### src/rtl/otter_dmem_pkg.sv
// Shared types for the OTTER data-port arbiter: FSM states, access sizes, requester ids.
package otter_dmem_pkg;

    typedef enum logic {ARB_IDLE, ARB_RESP} arb_state_t;

    typedef enum logic [1:0] {SZ_BYTE = 2'd0, SZ_HALF = 2'd1, SZ_WORD = 2'd2} mem_size_t;

    typedef enum logic {REQ_CPU = 1'b0, REQ_DBG = 1'b1} req_id_t;

    localparam logic [31:0] IO_BASE = 32'h1100_0000;

endpackage

### src/rtl/otter_rr_arb2.sv
// Two-way combinational arbiter: req[0]=CPU, req[1]=DBG, last=1 means DBG was granted last.
module otter_rr_arb2 (
    input  logic [1:0] req,
    input  logic       last,
    input  logic       rr_en,
    output logic [1:0] gnt
);

    always_comb begin
        gnt = 2'b00;
        if (req == 2'b11) begin
            gnt = (rr_en && !last) ? 2'b10 : 2'b01;
        end else if (req[0]) begin
            gnt = 2'b01;
        end else if (req[1]) begin
            gnt = 2'b10;
        end
    end

endmodule

### src/rtl/otter_dmem_arbiter.sv
// Shares the OTTER memory data port between the MEM stage (CPU) and the debug loader (DBG).
// Optional grant/contention counters are enabled with `define OTTER_DMEM_ARB_STATS_EN.
//
//  state     | meaning
//  ARB_IDLE  | arbitrate, grant, issue write or read strobe
//  ARB_RESP  | read return cycle, address held, capture MEM_DOUT2
module otter_dmem_arbiter
    import otter_dmem_pkg::*;
#(
    parameter bit RR_EN  = 1'b1,
    parameter int ADDR_W = 32,
    parameter int DATA_W = 32
) (
    input  logic              CLK,
    input  logic              RST,
    input  logic              CPU_REQ,
    input  logic              CPU_WE,
    input  logic [ADDR_W-1:0] CPU_ADDR,
    input  logic [DATA_W-1:0] CPU_DIN,
    input  logic [1:0]        CPU_SIZE,
    input  logic              CPU_SIGN,
    output logic              CPU_GNT,
    output logic              CPU_RVALID,
    output logic [DATA_W-1:0] CPU_RDATA,
    input  logic              DBG_REQ,
    input  logic              DBG_WE,
    input  logic [ADDR_W-1:0] DBG_ADDR,
    input  logic [DATA_W-1:0] DBG_DIN,
    input  logic [1:0]        DBG_SIZE,
    input  logic              DBG_SIGN,
    output logic              DBG_GNT,
    output logic              DBG_RVALID,
    output logic [DATA_W-1:0] DBG_RDATA,
    output logic [ADDR_W-1:0] MEM_ADDR2,
    output logic [DATA_W-1:0] MEM_DIN2,
    output logic              MEM_WRITE2,
    output logic              MEM_READ2,
    output logic [1:0]        MEM_SIZE,
    output logic              MEM_SIGN,
    input  logic [DATA_W-1:0] MEM_DOUT2,
    output logic              BUSY
`ifdef OTTER_DMEM_ARB_STATS_EN
    ,
    input  logic              STAT_CLR,
    output logic [31:0]       STAT_CPU_GNTS,
    output logic [31:0]       STAT_DBG_GNTS,
    output logic [31:0]       STAT_CONTEND
`endif
);

    arb_state_t        state, state_nxt;
    req_id_t           last_gnt;  // doubles as owner of the read in flight
    logic [ADDR_W-1:0] addr_q;
    logic [1:0]        size_q;
    logic              sign_q;
    logic [1:0]        arb_gnt, gnt;
    logic              win_dbg, win_we, last_dbg;

    assign last_dbg = (last_gnt == REQ_DBG);

    otter_rr_arb2 u_arb (
        .req   ({DBG_REQ, CPU_REQ}),
        .last  (last_dbg),
        .rr_en (RR_EN),
        .gnt   (arb_gnt)
    );

    always_comb begin
        gnt        = (state == ARB_IDLE && !RST) ? arb_gnt : 2'b00;
        win_dbg    = gnt[1];
        win_we     = win_dbg ? DBG_WE : CPU_WE;
        state_nxt  = state;
        MEM_ADDR2  = addr_q;
        MEM_SIZE   = size_q;
        MEM_SIGN   = sign_q;
        MEM_DIN2   = '0;
        MEM_WRITE2 = 1'b0;
        MEM_READ2  = 1'b0;
        if (gnt != 2'b00) begin
            MEM_ADDR2  = win_dbg ? DBG_ADDR : CPU_ADDR;
            MEM_SIZE   = win_dbg ? DBG_SIZE : CPU_SIZE;
            MEM_SIGN   = win_dbg ? DBG_SIGN : CPU_SIGN;
            MEM_DIN2   = win_dbg ? DBG_DIN  : CPU_DIN;
            MEM_WRITE2 = win_we;
            MEM_READ2  = !win_we;
            if (!win_we) state_nxt = ARB_RESP;
        end else if (state == ARB_RESP) begin
            state_nxt = ARB_IDLE;
        end
    end

    assign CPU_GNT = gnt[0];
    assign DBG_GNT = gnt[1];
    assign BUSY    = (state != ARB_IDLE);

    always_ff @(posedge CLK or posedge RST) begin
        if (RST) begin
            state      <= ARB_IDLE;
            last_gnt   <= REQ_DBG;
            addr_q     <= '0;
            size_q     <= SZ_WORD;
            sign_q     <= 1'b0;
            CPU_RDATA  <= '0;
            DBG_RDATA  <= '0;
            CPU_RVALID <= 1'b0;
            DBG_RVALID <= 1'b0;
        end else begin
            state      <= state_nxt;
            CPU_RVALID <= (state == ARB_RESP) && (last_gnt == REQ_CPU);
            DBG_RVALID <= (state == ARB_RESP) && (last_gnt == REQ_DBG);
            if (state == ARB_RESP) begin
                if (last_gnt == REQ_CPU) CPU_RDATA <= MEM_DOUT2;
                else                     DBG_RDATA <= MEM_DOUT2;
            end
            if (gnt != 2'b00) begin
                last_gnt <= win_dbg ? REQ_DBG : REQ_CPU;
                addr_q   <= MEM_ADDR2;
                size_q   <= MEM_SIZE;
                sign_q   <= MEM_SIGN;
            end
        end
    end

`ifdef OTTER_DMEM_ARB_STATS_EN
    always_ff @(posedge CLK or posedge RST) begin
        if (RST) begin
            STAT_CPU_GNTS <= '0;
            STAT_DBG_GNTS <= '0;
            STAT_CONTEND  <= '0;
        end else if (STAT_CLR) begin
            STAT_CPU_GNTS <= '0;
            STAT_DBG_GNTS <= '0;
            STAT_CONTEND  <= '0;
        end else begin
            if (gnt[0] && STAT_CPU_GNTS != 32'hFFFF_FFFF) STAT_CPU_GNTS <= STAT_CPU_GNTS + 32'd1;
            if (gnt[1] && STAT_DBG_GNTS != 32'hFFFF_FFFF) STAT_DBG_GNTS <= STAT_DBG_GNTS + 32'd1;
            if (state == ARB_IDLE && CPU_REQ && DBG_REQ && STAT_CONTEND != 32'hFFFF_FFFF)
                STAT_CONTEND <= STAT_CONTEND + 32'd1;
        end
    end
`endif

endmodule

### config.mk
export PLATFORM = sky130hd
export DESIGN_NAME = otter_dmem_arbiter
export DESIGN_NICKNAME = d
export VERILOG_FILES = /design/src/rtl/otter_dmem_pkg.sv /design/src/rtl/otter_rr_arb2.sv /design/src/rtl/otter_dmem_arbiter.sv
export SDC_FILE = /design/constraint.sdc
export NUM_CORES = 1
export LEC_CHECK = 0
export CAP_MARGIN = 20
export CORE_AREA = 2 2 120 122
export DETAILED_ROUTE_END_ITERATION = 12
export DIE_AREA = 0 0 122 124
export HOLD_SLACK_MARGIN = 0.05
export PLACE_DENSITY = 0.82
export SYNTH_ARGS = -nofsm -noshare
export SYNTH_HDL_FRONTEND = slang
export SYNTH_SLANG_ARGS = --single-unit
### constraint.sdc
create_clock -name CLK -period 7.8 [get_ports CLK]
set_input_delay 1.56 -clock CLK [delete_from_list [all_inputs] [get_ports CLK]]
set_output_delay 1.56 -clock CLK [all_outputs]
set_load 0.05 [all_outputs]
==> impl_metrics.json, run 1 <==
{
  "multi_input_area_um2": 2470,
  "yosys-top-cells-area": "dfrtp_1 47%, mux2_2 13%, a221o_1 13%",
  "finish.utilization": 0.636,
  "worst_setup_path_endpoint": "MEM_ADDR2[16]",
  "worst_pin_slew_ns": 1.09,
  "cp.buffers_inverters": 2,
  "cts.htree.levels": 3,
  "worst-path-stages": 5,
  "insertion_delay_ns": 0.34,
  "via_count": 5304,
  "r2r-start": "BUSY$_DFFE_PP0P_",
  "synth_fp_nets": 649,
  "cts_tree": "yes",
  "grt_first_pass_wirelength_um": 27700,
  "power_leakage_nw": 3.66,
  "worst_clock_skew_ns": 0.00899,
  "port_buffers": 309,
  "placed_area_um2": 8420,
  "gp_congestion": 0.962,
  "place.detailed.hpwl_um": 13100,
  "report.final.slew_viol_count": 0,
  "crit_fanout": 106,
  "drt_pre_antenna_iters": 5,
  "post-route-min-period_ns": 6.47,
  "drc_errors": 0,
  "yosys.area_share.adder": 0,
  "yosys_cell_types": 23,
  "post_cts_hold_buffer_count": 0,
  "max_freq_mhz": 155,
  "core_um2": 13700,
  "drt_iter0_drc": 413,
  "cp_top_family": "simple AND/OR/NAND/NOR gates",
  "post_cts_resize_count": 0,
  "critical_path_data_required_time_ns": 6.24,
  "finish.instance_area_um2": 8730,
  "path_class": "in2out",
  "rr_worst_depth": 3,
  "placement_rows": 43,
  "worst_path_max_delay_cell": "nand2_4",
  "irDropWorstVdd_v": 0.000133,
  "setup.worst_path.start": "RST",
  "cts_max_path_buffers": 2,
  "ys_ff_latch": 103,
  "synthToLayoutAreaGrowth_pct": 61.5,
  "post_cts_buffers": 0,
  "synth_cells": 477,
  "final_hold_viol_count": 0,
  "pre_cts_ws_ns": 1.12,
  "overflow": 0,
  "setup.worst_path.end_class": "output port",
  "grt.total_usage": 0.235,
  "layout.cells.most_common": "clkdlybuf4s50_1",
  "max_cap_viol_count": 0,
  "design.die.area_um2": 15100,
  "largest_family_of_logic_cells_by_synthesized_area": "compound AO/OA/AOI/OAI gates",
  "post_synth.cell_area_avg_um2": 11.3,
  "clock-sinks": 103,
  "floorplan.initialDensity": 0.394,
  "timing.critical_path.slowest_cell_delay_ns": 0.71,
  "setup_slack_ns": 1.33,
  "synth_top_cell_by_area": "dfrtp_1",
  "reg2reg_to": "addr_q[20]$_DFFE_PP0P_",
  "detail_route.vias_per_cell": 5.67,
  "die_height_um": 124,
  "wirelength_um": 18300,
  "run_status": "complete, no violations",
  "share_of_the_synthesized_area_in_compound_gates_ao_oa_aoi_oai": 0.198,
  "grt_pass1_vias": 5509,
  "layout_cells_sized_above_1": 0.123,
  "yosysWarningCount": 0,
  "i_o_pin_total": 310,
  "postRouteAntennaNets": 0,
  "yosys.area.top_type_share": 0.467,
  "final.period_utilization": 0.830,
  "finish.net_count": 922,
  "setup.reg_to_reg.worst_slack_ns": 5.20,
  "combined_area_of_all_synthesized_cells_um2": 5410,
  "setup-tns-final_ns": 0,
  "power_density_of_the_placed_cells_nw_per_um2": 308,
  "clkSlewWorstSetupHoldPaths_ns": 0.06,
  "timing.critical_path.cells": "clkdlybuf4s50_1 -> nor2_4 -> nand2_4 -> a221o_1 -> clkdlybuf4s50_1",
  "mostFrequentLayoutCells": "308 x clkdlybuf4s50_1, 101 x dfrtp_1, 70 x and3_1, 70 x a221o_1, 64 x mux2_2",
  "die_width_um": 122,
  "clockRootBuffer": "clkbuf_16",
  "grt_antenna_before_repair": 0,
  "total_power_mw": 2.69,
  "detail_route.wl_per_cell_um": 19.5,
  "antenna_cells": 0,
  "cts_buffers": 9,
  "area.sequential_um2": 2580,
  "grt_max_degree": 107,
  "synth-xor-area-share": 0,
  "timing.final.setup_violations": 0,
  "muxShareOfSynthArea": 0.133,
  "fill_cells": 1091,
  "cp_common_cell": "clkdlybuf4s50_1",
  "worstPathArrival_ns": 4.91,
  "synth-simple-area-share": 0.125,
  "relSlewSlack": 0.274,
  "rsz0062_at_grt": "false",
  "seq_area_frac_synth": 0.477,
  "min-delay-path-class": "reg2reg",
  "cp-start-kind": "primary input"
}
## registers in the layout, indices dropped and copies added (netlist names)
name,count
CPU_RDATA,32
DBG_RDATA,32
addr_q,32
size_q,2
BUSY,1
CPU_RVALID,1
DBG_RVALID,1
last_dbg,1
sign_q,1
## through the flow
stage	hold WS, ns	cells
2_1_floorplan	0.480	477
3_3_place_gp	0.485	918
3_5_place_dp	0.492	918
4_1_cts	0.507	934
5_1_grt	0.512	935
6_report	0.506	935
## layer usage
metal	GRT usage	wire length (um)	up-vias
met5	0	0	-
met4	0.123	776	0
met3	0.0568	1350	59
met2	0.412	9270	307
met1	0.266	6890	2552
li1	-	-	2386
## worst register-to-register path: cells and delay by family, from the launching register on
| family | cells | cell delay [ns] |
|---|---|---|
| DFF | 1 | 0.50 |
| AOI/OAI and AO/OA | 1 | 0.66 |
| and+or+nand+nor | 2 | 1.32 |
## kinds of logic after synthesis
| group | Yosys count |
|---|---|
| AO/OA/AOI/OAI | 140 |
| buffers and inverters | 58 |
| flip-flops | 103 |
| AND/OR/NAND/NOR | 112 |
| multiplexers | 64 |
## cell usage after synthesis, drive strengths merged
library cell,instances
dfstp,2
inv,5
a211oi,1
a221o,70
a21oi,33
nor3,1
buf,34
a21o,1
or2,1
dfrtp,101
clkbuf,19
nor2,1
nand2,3
nand3,33
o21ai,34
nand2b,1
and3b,2
a211o,1
mux2,64
and3,70
## layout make-up
| type | instances | share of cell area |
|---|---|---|
| clock buffer | 10 | 0.0262 |
| clock inverter | 6 | 0.00602 |
| inverter | 5 | 0.00244 |
| multi-input combinational | 316 | 0.283 |
| sequential | 103 | 0.296 |
| tap | 180 | 0.0258 |
| timing repair buffer | 315 | 0.361 |
## report_power, final
group	internal [mW]	switching [mW]
logic	0.554	0.904
registers	0.706	0.0970
clock network	0.222	0.206
total	1.48	1.21
## how the worst min path moves through the flow
stage	start	endpoint	slack (ns)	cells after the start
after global routing	DBG_RDATA[14]$_DFFE_PP0P_	DBG_RDATA[14]$_DFFE_PP0P_	0.51	1
after global placement	CPU_RDATA[4]$_DFFE_PP0P_	CPU_RDATA[4]$_DFFE_PP0P_	0.49	1
after floorplan	addr_q[0]$_DFFE_PP0P_	addr_q[0]$_DFFE_PP0P_	0.48	1
final	CPU_RDATA[8]$_DFFE_PP0P_	CPU_RDATA[8]$_DFFE_PP0P_	0.51	1
after CTS	CPU_RDATA[22]$_DFFE_PP0P_	CPU_RDATA[22]$_DFFE_PP0P_	0.51	1
after detailed placement	CPU_RDATA[22]$_DFFE_PP0P_	CPU_RDATA[22]$_DFFE_PP0P_	0.49	1
(Power assumes the default switching activity.)
==> run 2: changes to the inputs <==
--- a/config.mk
+++ b/config.mk
@@ -6,9 +6,10 @@
 export NUM_CORES = 1
 export LEC_CHECK = 0
 export CAP_MARGIN = 20
-export CORE_AREA = 2 2 120 122
+export CORE_ASPECT_RATIO = 1.4
+export CORE_MARGIN = 2
+export CORE_UTILIZATION = 39
 export DETAILED_ROUTE_END_ITERATION = 12
-export DIE_AREA = 0 0 122 124
 export HOLD_SLACK_MARGIN = 0.05
 export PLACE_DENSITY = 0.82
 export SYNTH_ARGS = -nofsm -noshare
==> constraint.sdc (replaced) <==
create_clock -name CLK -period 6.6 [get_ports CLK]
set_input_delay 1.32 -clock CLK [delete_from_list [all_inputs] [get_ports CLK]]
set_output_delay 1.32 -clock CLK [all_outputs]
set_load 0.05 [all_outputs]
==> run 2 against run 1 <==
Sequential share of layout area rose by 0.21 points. Power rose by 19%. Routed wire length increased by 6.3%. Die area decreased by 1.9%. Critical path type unchanged. Clock power up 20%. Count of clock-buffer cells in the layout fell by 1.
==> impl_metrics.json, run 2 (synthesis results as in run 1) <==
{
  "setup-tns-final_ns": 0,
  "cts_max_path_buffers": 2,
  "cts.htree.levels": 3,
  "relSlewSlack": 0.408,
  "final.period_utilization": 0.821,
  "clkSlewWorstSetupHoldPaths_ns": 0.07,
  "post_cts_resize_count": 0,
  "setup.reg_to_reg.worst_slack_ns": 4.65,
  "core_um2": 13500,
  "finish.instance_area_um2": 8670,
  "finalNonFillerCells": 940,
  "crit_fanout": 68,
  "rr_worst_depth": 4,
  "timing.final.setup_violations": 0,
  "reg2reg_to": "addr_q[20]$_DFFE_PP0P_",
  "floorplan.initialDensity": 0.402,
  "wirelength_um": 19400,
  "placement_rows": 50,
  "synthToLayoutAreaGrowth_pct": 60.3,
  "grt_pass1_vias": 5243,
  "worst_pin_slew_ns": 0.888,
  "grt.total_usage": 0.250,
  "post_cts_hold_buffer_count": 0,
  "port_buffers": 309,
  "detail_route.wl_per_cell_um": 20.7,
  "power_density_of_the_placed_cells_nw_per_um2": 368,
  "irDropWorstVdd_v": 0.000198,
  "via_count": 5302,
  "fill_cells": 1066,
  "report.final.slew_viol_count": 0,
  "cp-start-kind": "primary input",
  "insertion_delay_ns": 0.35,
  "layout_cells_sized_above_1": 0.170,
  "worstPathArrival_ns": 4.10,
  "setup.worst_path.start": "RST",
  "max_freq_mhz": 184,
  "cts_tree": "yes",
  "drc_errors": 0,
  "gp_congestion": 0.869,
  "finish.utilization": 0.644,
  "timing.critical_path.slowest_cell_delay_ns": 0.84,
  "antenna_cells": 0,
  "drt_iter0_drc": 220,
  "mostFrequentLayoutCells": "277 x clkdlybuf4s50_1, 101 x dfrtp_1, 70 x and3_1, 70 x a221o_1, 64 x mux2_2",
  "path_class": "in2out",
  "post-route-min-period_ns": 5.42,
  "design.die.area_um2": 14800,
  "worst_setup_path_endpoint": "MEM_ADDR2[0]",
  "post_cts_buffers": 0,
  "min-delay-path-class": "reg2reg",
  "worst_clock_skew_ns": 0.0106,
  "total_power_mw": 3.19,
  "reg.largest.list": "CPU_RDATA (32), DBG_RDATA (32), addr_q (32)",
  "worst_path_max_delay_cell": "clkdlybuf4s50_1",
  "hold_slack_ns": 0.506,
  "finish.net_count": 925,
  "clockRootBuffer": "clkbuf_16",
  "grt_max_degree": 72,
  "power_leakage_nw": 3.72,
  "grt_antenna_before_repair": 0,
  "overflow": 0,
  "die_width_um": 104,
  "postRouteAntennaNets": 0,
  "r2r-start": "BUSY$_DFFE_PP0P_",
  "placed_area_um2": 8380,
  "setup_slack_ns": 1.18,
  "detail_route.vias_per_cell": 5.64,
  "rsz0062_at_grt": "false",
  "die_height_um": 143,
  "clock-sinks": 103,
  "pre_cts_ws_ns": 1.21,
  "i_o_pin_total": 310,
  "critical_path_data_required_time_ns": 5.28,
  "setup.worst_path.end_class": "output port",
  "grt_first_pass_wirelength_um": 28500,
  "max_cap_viol_count": 0,
  "dpl.cell_count": 924,
  "run_status": "complete, no violations",
  "drt_pre_antenna_iters": 5,
  "final_hold_viol_count": 0,
  "layout.cells.most_common": "clkdlybuf4s50_1",
  "cts_buffers": 9,
  "timing.critical_path.cells": "clkdlybuf4s50_1 -> a211oi_4 -> buf_4 -> and3_1 -> a221o_1 -> clkdlybuf4s50_1",
  "cp_common_cell": "clkdlybuf4s50_1",
  "place.detailed.hpwl_um": 14400
}
[run 2: worst min-delay path by stage]
stage	slack (ns)	end	cells past startpoint	from
global route	0.51	CPU_RDATA[13]$_DFFE_PP0P_	1	CPU_RDATA[13]$_DFFE_PP0P_
floorplan	0.48	addr_q[0]$_DFFE_PP0P_	1	addr_q[0]$_DFFE_PP0P_
CTS	0.51	CPU_RDATA[20]$_DFFE_PP0P_	1	CPU_RDATA[20]$_DFFE_PP0P_
global placement	0.49	CPU_RDATA[27]$_DFFE_PP0P_	1	CPU_RDATA[27]$_DFFE_PP0P_
detailed placement	0.49	CPU_RDATA[27]$_DFFE_PP0P_	1	CPU_RDATA[27]$_DFFE_PP0P_
finish	0.51	CPU_RDATA[20]$_DFFE_PP0P_	1	CPU_RDATA[20]$_DFFE_PP0P_
[run 2: metal layers]
layer	vias up	wire, um	track usage
met3	27	1460	0.0599
met1	2574	7650	0.296
met5	-	0	0
met4	0	530	0.0882
li1	2391	-	-
met2	310	9790	0.446
[run 2: cell type report]
cell class                      count  area, um2  area share
Timing Repair Buffer              318       3080       0.355
Clock buffer                        9        225      0.0260
Clock inverter                      7       65.1     0.00751
Tap cell                          182        228      0.0263
Sequential cell                   103       2580       0.298
Multi-Input combinational cell    316       2470       0.285
Inverter                            5       21.3     0.00245
[run 2: where the power goes]
| group | internal, mW | total (mW) | switching (mW) | leakage (nW) |
|---|---|---|---|---|
| sequential | 0.834 | 0.944 | 0.110 | 1.21 |
| combinational | 0.650 | 1.73 | 1.08 | 2.38 |
| clock | 0.264 | 0.515 | 0.251 | 0.134 |
[run 2: worst max-delay path: cells and delay by family]
family          cells  cell delay, ns
buf+inv             3            1.99
compound gates      2            0.45
simple gates        1            0.28
==> RTL change 1: new RTL, flow settings as in run 1 <==
Change the parameter `RR_EN` from 1'b1 to 1'b0.
--- a/src/rtl/otter_dmem_arbiter.sv
+++ b/src/rtl/otter_dmem_arbiter.sv
@@ -8,5 +8,5 @@
     import otter_dmem_pkg::*;
 #(
-    parameter bit RR_EN  = 1'b1,
+    parameter bit RR_EN  = 1'b0,
     parameter int ADDR_W = 32,
     parameter int DATA_W = 32
Check against the original RTL: not equivalent (Yosys sat finds a counterexample within 4 cycles, from zero or initial values and one cycle with RST high).
==> RTL change 1 against run 1 <==
Clock skew decreased by 3.6 ps. Cell area is 3.4% lower. Cell count is 11% lower. Power fell by 7.6%. Setup slack better by 210 ps. Synthesized cell count is 27% lower. Sequential cell count unchanged. Area after synthesis fell by 9.4%. Count of clock-buffer cells in the layout up 1. Routed wire length down 3.8%.
==> RTL change 1: results (changes against run 1) <==
qor: run_status.status completed
qor: placement.place_worst_setup_slack 1550 ps [+429 ps]
qor: timing.max_clock_freq 0.160 GHz [+3.3%]
qor: worst_setup_path.critical_path_arrival 4700 ps [-210 ps]
qor: global_route.grt.met1_usage 0.203 [-0.0626]
qor: global_route.grt_start_max_net_pins 71 [-34%]
qor: finish.sh_seq_area 0.306 [+0.0104]
qor: worst_setup_path.timing.critical_path.slowest_cell_delay 840 ps [+130 ps]
qor: finish.layout.sequential_cells 103 [unchanged]
qor: worst_setup_path.reg2reg_slack 5560 ps [+360 ps]
qor: finish.combined_area_of_the_multi_input_logic_cells 2180 sq um [-12%]
qor: finish.buffer_area_frac 0.372 [+0.0109]
qor: placement.gp_congestion 0.980 [+1.9%]
qor: finish.clock_network_area_share 0.0335 [+0.00128]
qor: yosys.synth.net_count 520 [-20%]
qor: timing.clock_skew 5.35 ps [-3.64 ps]
qor: global_route.grt_antenna_before_repair 1 [+1]
qor: finish.finish.net_count 817 [-11%]
qor: pwr.peak_supply_drop 0.000217 V [+63%]
qor: yosys.synth.top_cells.by_area sky130_fd_sc_hd__dfrtp_1 52%, sky130_fd_sc_hd__mux2_2 31%, sky130_fd_sc_hd__a22o_1 12%, sky130_fd_sc_hd__clkbuf_1 1.5%, sky130_fd_sc_hd__dfstp_2 1.1%
qor: finish.drive_gt1_frac 0.248 [+0.125]
qor: hold_path.min_delay_startpoint addr_q[13]$_DFFE_PP0P_
qor: yosys.yosysSeqAreaShare 0.527 [+0.0496]
qor: finish.multi_input_gates 212 [-33%]
qor: placement.placed_cell_area 8130 sq um [-3.4%]
qor: global_route.grt_first_pass_wirelength 24900 um [-10%]
qor: pwr.static_leak 3.47 nW [-5.3%]
[RTL change 1: cell families (layout without fill, tap and decap cells)]
family | after synthesis | in the layout | synth area share
simple gates | 6 | 6 | 0.00767
other cells | 0 | 1 | 0
buf+inv | 33 | 335 | 0.0307
flops | 103 | 103 | 0.527
compound gates | 72 | 72 | 0.127
mux | 134 | 134 | 0.308
[RTL change 1: through the flow]
stage | cells | util
2_1_floorplan | 348 | -
3_3_place_gp | 813 | 0.593
3_5_place_dp | 813 | 0.593
4_1_cts | 829 | 0.613
5_1_grt | 831 | 0.615
6_report | 831 | 0.615
[RTL change 1: where the power goes]
| part | internal, mW | leakage, nW | total, mW | switching, mW |
|---|---|---|---|---|
| Clock | 0.228 | 0.134 | 0.429 | 0.201 |
| Combinational | 0.503 | 2.13 | 1.29 | 0.784 |
| Sequential | 0.685 | 1.20 | 0.767 | 0.0821 |
[RTL change 1: worst max-delay path: cells and delay by family]
family / cells / cell delay (ps)
compound gates: 1 / 520
simple gates: 1 / 450
buf+inv: 3 / 2150
==> RTL change 2: new RTL, settings of run 1 <==
Without the edit above. Register the output `DBG_RDATA` once more; this adds one clock of latency there. The other outputs are not delayed to match.
--- a/src/rtl/otter_dmem_arbiter.sv
+++ b/src/rtl/otter_dmem_arbiter.sv
@@ -48,4 +48,6 @@
 `endif
 );
+
+    logic [DATA_W-1:0] DBG_RDATA_s0;
 
     arb_state_t        state, state_nxt;
@@ -102,5 +104,5 @@
             sign_q     <= 1'b0;
             CPU_RDATA  <= '0;
-            DBG_RDATA  <= '0;
+            DBG_RDATA_s0 <= '0;
             CPU_RVALID <= 1'b0;
             DBG_RVALID <= 1'b0;
@@ -111,5 +113,5 @@
             if (state == ARB_RESP) begin
                 if (last_gnt == REQ_CPU) CPU_RDATA <= MEM_DOUT2;
-                else                     DBG_RDATA <= MEM_DOUT2;
+                else                     DBG_RDATA_s0 <= MEM_DOUT2;
             end
             if (gnt != 2'b00) begin
@@ -141,4 +143,8 @@
 `endif
 
+    always_ff @(posedge CLK) begin
+        DBG_RDATA <= DBG_RDATA_s0;
+    end
+
 endmodule
 
Behaviour: not the same (Yosys sat finds a counterexample within 4 cycles, from zero or initial values and one cycle with RST high).
==> RTL change 2 against run 1 <==
Power rose by 23%. Setup slack lost 36 ps. Cell area rose by 11%. Global-route usage grew 1.1 points. Area after synthesis up 12%. Clock skew rose by 1.1 ps. Die area is the same. Routed wire length increased by 4.7%. Count of clock-buffer cells in the layout increased by 7. Sequential cell count is 32 higher. Largest power group unchanged.
==> RTL change 2: results (changes against run 1) <==
qor: placement.gp_congestion 0.855 [-11%]
qor: placement.placed_cell_area 9060 sq um [+7.6%]
qor: finish.layout.cells.non_filler 982 [+5.0%]
qor: finish.multi_input_gates 315 [-0.32%]
qor: detailed_routing.detailedRoute.firstPassIterationCount 6 [+1]
qor: finish.fraction_of_standard_cell_area_in_multi_input_logic 0.255 [-0.0276]
qor: pwr.peak_supply_drop 0.000155 V [+17%]
qor: detailed_routing.dr_wl_met2 10200 um [+9.9%]
qor: detailed_routing.wl_met3 1440 um [+6.8%]
qor: global_route.grt_first_pass_wirelength 28700 um [+3.4%]
qor: finish.fillers 993 [-9.0%]
qor: yosys.yosys-top-cells-count 101 x sky130_fd_sc_hd__dfrtp_1, 70 x sky130_fd_sc_hd__a221o_1, 70 x sky130_fd_sc_hd__and3_1, 64 x sky130_fd_sc_hd__mux2_2
qor: run_status.status completed
qor: yosys.synth.net_count 680 [+4.8%]
qor: clocking.cts_made_buffers 17 [+8]
qor: placement.post-place-cells 949 [+3.4%]
qor: yosys.synth.top_cells.by_area sky130_fd_sc_hd__dfrtp_1 42%, sky130_fd_sc_hd__mux2_2 12%, sky130_fd_sc_hd__a221o_1 12%, sky130_fd_sc_hd__dfxtp_1 11%, sky130_fd_sc_hd__and3_1 7.2%
qor: finish.buffer_area_frac 0.326 [-0.0353]
qor: worst_setup_path.timing.critical_path.slowest_cell_delay 760 ps [+50 ps]
qor: timing.worst_slew_margin_rel 0.282 [+0.00826]
qor: yosys.async_flop_share 0.763 [-0.237]
qor: yosys.synthesized_area_per_cell 11.9 sq um [+5.0%]
qor: yosys.synth.area.mux_share 0.119 [-0.0141]
qor: yosys.count_of_distinct_cell_types_in_the_synthesized_netlist 24 [+4.3%]
qor: finish.finish.net_count 961 [+4.2%]
## RTL change 2: power by group
part           internal, mW  switching [mW]  leakage [nW]
registers             0.944           0.111          1.48
logic                 0.556           0.914          2.33
clock network         0.453           0.329         0.280
## RTL change 2: final timing paths
kind / from / endpoint / slack [ps] / cells past startpoint
setup reg to reg: BUSY$_DFFE_PP0P_ / addr_q[31]$_DFFE_PP0P_ / 5130 / 3
min in group asynchronous: RST / addr_q[25]$_DFFE_PP0P_ / 1800 / 2
max in group asynchronous: RST / DBG_RDATA_s0[19]$_DFFE_PP0P_ / 4860 / 3
setup / recovery: RST / MEM_SIZE[0] / 1290 / 5
hold reg to reg: DBG_RDATA_s0[24]$_DFFE_PP0P_ / DBG_RDATA[24]$_DFF_P_ / 350 / 0
hold / removal: DBG_RDATA_s0[24]$_DFFE_PP0P_ / DBG_RDATA[24]$_DFF_P_ / 350 / 0
